<file path="config.mk">
export PLATFORM = sky130hd
export DESIGN_NAME = sipo_frame_ctrl
export DESIGN_NICKNAME = d
export VERILOG_FILES = /design/src/rtl/sipo_frame_ctrl.sv
export SDC_FILE = /design/constraint.sdc
export NUM_CORES = 1
export LEC_CHECK = 0
export ABC_AREA = 0
export CORE_MARGIN = 2
export CORE_UTILIZATION = 35
export CTS_CLUSTER_DIAMETER = 30
export DETAILED_ROUTE_END_ITERATION = 6
export PLACE_DENSITY = 0.65
export SYNTH_ARGS = -nofsm -noshare
export SYNTH_HDL_FRONTEND = slang
export SYNTH_SLANG_ARGS = --single-unit
</file>
<file path="constraint.sdc">
create_clock -name clk -period 3.7 [get_ports clk]
set_input_delay 1.11 -clock clk [delete_from_list [all_inputs] [get_ports clk]]
set_output_delay 1.11 -clock clk [all_outputs]
set_load 0.01 [all_outputs]
</file>
<file path="src/rtl/sipo_frame_ctrl.sv">
// Serial-to-parallel frame receiver: start bit, MSB-first data, optional even parity, stop bit.
// Latency: q/q_valid update on the edge that samples a good stop bit. A full holding word with rd_ready=0 drops the new word and sets overrun.
module sipo_frame_ctrl #(
    parameter int WIDTH     = 4,
    parameter bit PARITY_EN = 1'b1
) (
    input  logic             clk,
    input  logic             rst,
    input  logic             en,
    input  logic             d_sin,
    input  logic             rd_ready,
    input  logic             clr_err,
    output logic [WIDTH-1:0] q,
    output logic             q_valid,
    output logic             parity_err,
    output logic             frame_err,
    output logic             overrun,
    output logic             busy
);

    localparam int CW = (WIDTH > 2) ? $clog2(WIDTH) : 1;
    localparam logic [CW-1:0] LAST = CW'(WIDTH - 1);

    typedef enum logic [1:0] {
        IDLE   = 2'd0,
        DATA   = 2'd1,
        PARITY = 2'd2,
        STOP   = 2'd3
    } state_t;

    state_t           state_q, state_d;
    logic [CW-1:0]    cnt_q;
    logic [WIDTH-1:0] sh_q;
    logic             perr_q;
    logic [WIDTH-1:0] q_q;
    logic             q_valid_q;
    logic             parity_err_q;
    logic             frame_err_q;
    logic             overrun_q;
    logic             busy_q;
    logic             good_stop;
    logic             bad_stop;

    always_comb begin
        state_d = state_q;
        if (en) begin
            case (state_q)
                IDLE:    if (!d_sin) state_d = DATA;
                DATA: begin
                    if (cnt_q == LAST) begin
                        if (PARITY_EN) state_d = PARITY;
                        else           state_d = STOP;
                    end
                end
                PARITY:  state_d = STOP;
                default: state_d = IDLE;
            endcase
        end
    end

    assign good_stop = en && (state_q == STOP) &&  d_sin;
    assign bad_stop  = en && (state_q == STOP) && !d_sin;

    always_ff @(posedge clk or negedge rst) begin
        if (!rst) begin
            state_q      <= IDLE;
            cnt_q        <= '0;
            sh_q         <= '0;
            perr_q       <= 1'b0;
            q_q          <= '0;
            q_valid_q    <= 1'b0;
            parity_err_q <= 1'b0;
            frame_err_q  <= 1'b0;
            overrun_q    <= 1'b0;
            busy_q       <= 1'b0;
        end else begin
            state_q     <= state_d;
            busy_q      <= (state_d != IDLE);
            frame_err_q <= bad_stop;

            if (en) begin
                case (state_q)
                    IDLE: begin
                        if (!d_sin) begin
                            cnt_q  <= '0;
                            perr_q <= 1'b0;
                        end
                    end
                    DATA: begin
                        sh_q  <= {sh_q[WIDTH-2:0], d_sin};
                        cnt_q <= cnt_q + 1'b1;
                    end
                    PARITY:  perr_q <= PARITY_EN & ((^sh_q) ^ d_sin);
                    default: ;
                endcase
            end

            // Consume-and-load on the same edge keeps q_valid high and is not an overrun.
            if (good_stop && (!q_valid_q || rd_ready)) begin
                q_q          <= sh_q;
                parity_err_q <= PARITY_EN & perr_q;
                q_valid_q    <= 1'b1;
            end else if (q_valid_q && rd_ready) begin
                q_valid_q <= 1'b0;
            end

            if (good_stop && q_valid_q && !rd_ready) overrun_q <= 1'b1;
            else if (clr_err)                         overrun_q <= 1'b0;
        end
    end

    assign q          = q_q;
    assign q_valid    = q_valid_q;
    assign parity_err = parity_err_q;
    assign frame_err  = frame_err_q;
    assign overrun    = overrun_q;
    assign busy       = busy_q;

endmodule

</file>
==> results.md <==
* CP required at a little under 4 ns
* Cell Pwr Density at 703.0 nW/um2
* # port buffers at 14
* Min cycle time layout at 2.316 ns
* Mapped Nets at 65
* Netlist cell types at 22
* Grt ovf at 0
* DR DRC count at 0
* Row cnt at 16
* Most used DFF post-synth: dfrtp_1
* Core box area at ~2000 um2
* CP endpoint kind: register
* Initial antenna violation count at 0
* Wire per inst at between 10 and 15 um
* Largest net degree at the start of global routing at 19
* H-Tree Depth at 1
* Synth cell count leaders: dfrtp_1 (18), mux2_2 (8), nand2_1 (6), o21ai_0 (6)
* Mapped cell area at roughly 760 um2
* Crit share post-route at roughly 63%
* Mean area per synthesized cell at approximately 13 um2
* Area delta synth->final at 24.75%
* Vias at just under 500
* Fmax at ~430 MHz
* Design Power at approximately 0.67 mW
* Min-delay worst type: reg -> reg
* Origin of the worst setup path: en
* DR vias/cell at 4.921
* Clock sink count at 18
* Max_slew headroom at 46.42%
* All-Layer GR Usage at 11.78%
* Post-synthesis sequential area ratio at approximately three fifths
* Die boundary height at about 50 um
* RSZ-0062 raised after global routing: false
* #FFs+latches synth at 18
* Most frequent cell after synthesis: dfrtp_1
* Final ANT Viol Nets at 0
* HPWL Detailed at between 900 and 1000 um
* Fin. max-slew vios at 0
* Layout cell share with drive strength beyond 1 at 17.57%
* TritonRoute pass-1 iters at 4
* Cts hold-fix bufs at 0
* Worst reg-to-reg path cell count at 3
* Top cell type's share of synthesized area at about three fifths
* Max-cap violation count at 0
* Area contributors post-synth: dfrtp_1 (59%), mux2_2 (12%), o21ai_0 (3.9%)
* Vias in the first global route at roughly 500
* Global-route wire length before repair at 2166 um
* Slew @ Worst Pin at 0.8012 ns
* Clock Path Buffers at 2
* Ant diodes at 0
* R2r endpoint: q[2]
* Final setup viols at 0
* Critical path class: in -> reg
* Global placer's final weighted congestion at around 0.76
* Detailed-route wire length at ~1300 um
* CP endpoint: q[2]
* Fraction of registers with async set/reset at 100.0%
* Clock Latency Late Sink at around 0.28 ns
* Post-Synthesis Cells at between 50 and 60
* Total die area at approximately 2600 um2
* Number of synthesized flops with an enable pin at 0
* Arr. time, crit path at 2.49 ns
* Reg clk slew, reported paths at 0.10 ns
* YS warnings at 0
* Highest net fanout along the worst path at 6
* Worst reg2reg path startpoint: state_q[1]
* Top Ports at 15
* TritonCTS clock tree: built
* Final Net Count at 83
* Final Hold Vio Count at 0
* Placed inst area at approximately 930 um2
* Starting Density at a little under two fifths
* Status: complete, no violations
* Initial DRC count at 3
* Worst Skew at approximately 0.0055 ns
* LEAKAGE at roughly 0.44 nW
* Peak supply drop at between 0.0002 and 0.00025 V
* CTS resizes at 0
* Fin area at 952.2 um2
* Fin Setup TNS at 0 ns
* Reg2Reg Setup Slack at roughly 2.2 ns
* Post-CTS Setup Bufs at 0
* Die W at between 50 and 60 um
* Root Driver: clkbuf_4
* TritonCTS Buffers at 3
* Top cell type by total area after synthesis: dfrtp_1
* Setup crit start kind: input pin
## stage by stage
step	hold WS [ns]	setup WS (ns)	util (%)	std cells
4_1_cts	0.5181	1.373	47.56	101
3_5_place_dp	0.4955	1.070	46.44	98
6_report	0.5110	1.384	47.56	101
5_1_grt	0.5312	1.318	47.56	101
2_1_floorplan	0.4603	1.730	-	58
3_3_place_gp	0.4809	1.080	46.44	98
## cells in the final DEF, fill, tap and decap left out
cell type        Yosys  routed
dfrtp_1             18      18
clkdlybuf4s50_1      0      14
mux2_2               8       8
o21ai_0              6       6
nand2_1              6       6
clkbuf_4             0       3
inv_1                2       2
a32o_1               2       2
and2b_2              1       1
nor3b_1              1       1
nand3_1              1       1
o2111ai_1            1       1
and2b_1              1       1
xor2_1               1       1
xnor3_1              1       1
xnor2_1              1       1
nand4_1              1       1
nand2b_1             1       1
nor2b_4              1       1
o22ai_1              1       1
nor3_1               1       1
a21o_1               1       1
ha_1                 1       1
## layer usage
layer / share of wire, % / wire (um) / GRT usage [%] / vias to the layer above
li1: - / - / - / 241
met1: 41 / 525 / 12.81 / 242
met2: 54 / 683 / 19.96 / 14
met3: 5.2 / 66 / 2.083 / 0
met4: 0 / 0 / 9.459 / 0
met5: 0 / 0 / 0 / -
## logic make-up (layout without fill, tap and decap cells)
family                     count (synthesis)  count (layout)  synth area share, %
AOI/OAI and AO/OA                         11              11                9.510
adders and majority gates                  1               1                1.639
DFF                                       18              18                59.02
xor gates and xnor gates                   3               3                5.246
buffers and inverters                      3              19                1.968
muxes                                      8               8                11.80
and+or+nand+nor                           14              14                10.82
## worst max-delay path, stage by stage
cell	delay (ns)
clkdlybuf4s50_1	0.55
nand4_1	0.23
nor2b_4	0.24
mux2_2	0.36
## how the worst min path moves through the flow
stage / cells after the start / startpoint / end / slack (ns)
floorplan: 1 / perr_q / perr_q / 0.46
global placement: 1 / cnt_q[1] / cnt_q[1] / 0.48
detailed placement: 1 / q[3] / q[3] / 0.50
CTS: 1 / q[3] / q[3] / 0.52
global route: 1 / q[3] / q[3] / 0.53
finish: 1 / q[3] / q[3] / 0.51
## area by class of cell
type                       count  area (um2)
multi-input combinational     37       297.8
timing repair buffer          14       140.1
sequential                    18       450.4
inverter                       2       7.507
tap                           27       33.78
clock buffer                   3       22.52
fill                         182        1050
## state kept, by name, indices dropped and copies added (netlist names)
| signal | count |
|---|---|
| perr_q | 1 |
| cnt_q | 2 |
| busy | 1 |
| q_valid | 1 |
| frame_err | 1 |
| parity_err | 1 |
| q | 4 |
| sh_q | 4 |
| overrun | 1 |
| state_q | 2 |
## report_power, final
part	internal, mW	switching (mW)	leakage (nW)	total (mW)
sequential	0.267	0.0653	0.233	0.333
combinational	0.151	0.0931	0.193	0.244
clock	0.0378	0.0546	0.0138	0.0924
Note: power is estimated with default switching activity, not from simulation.
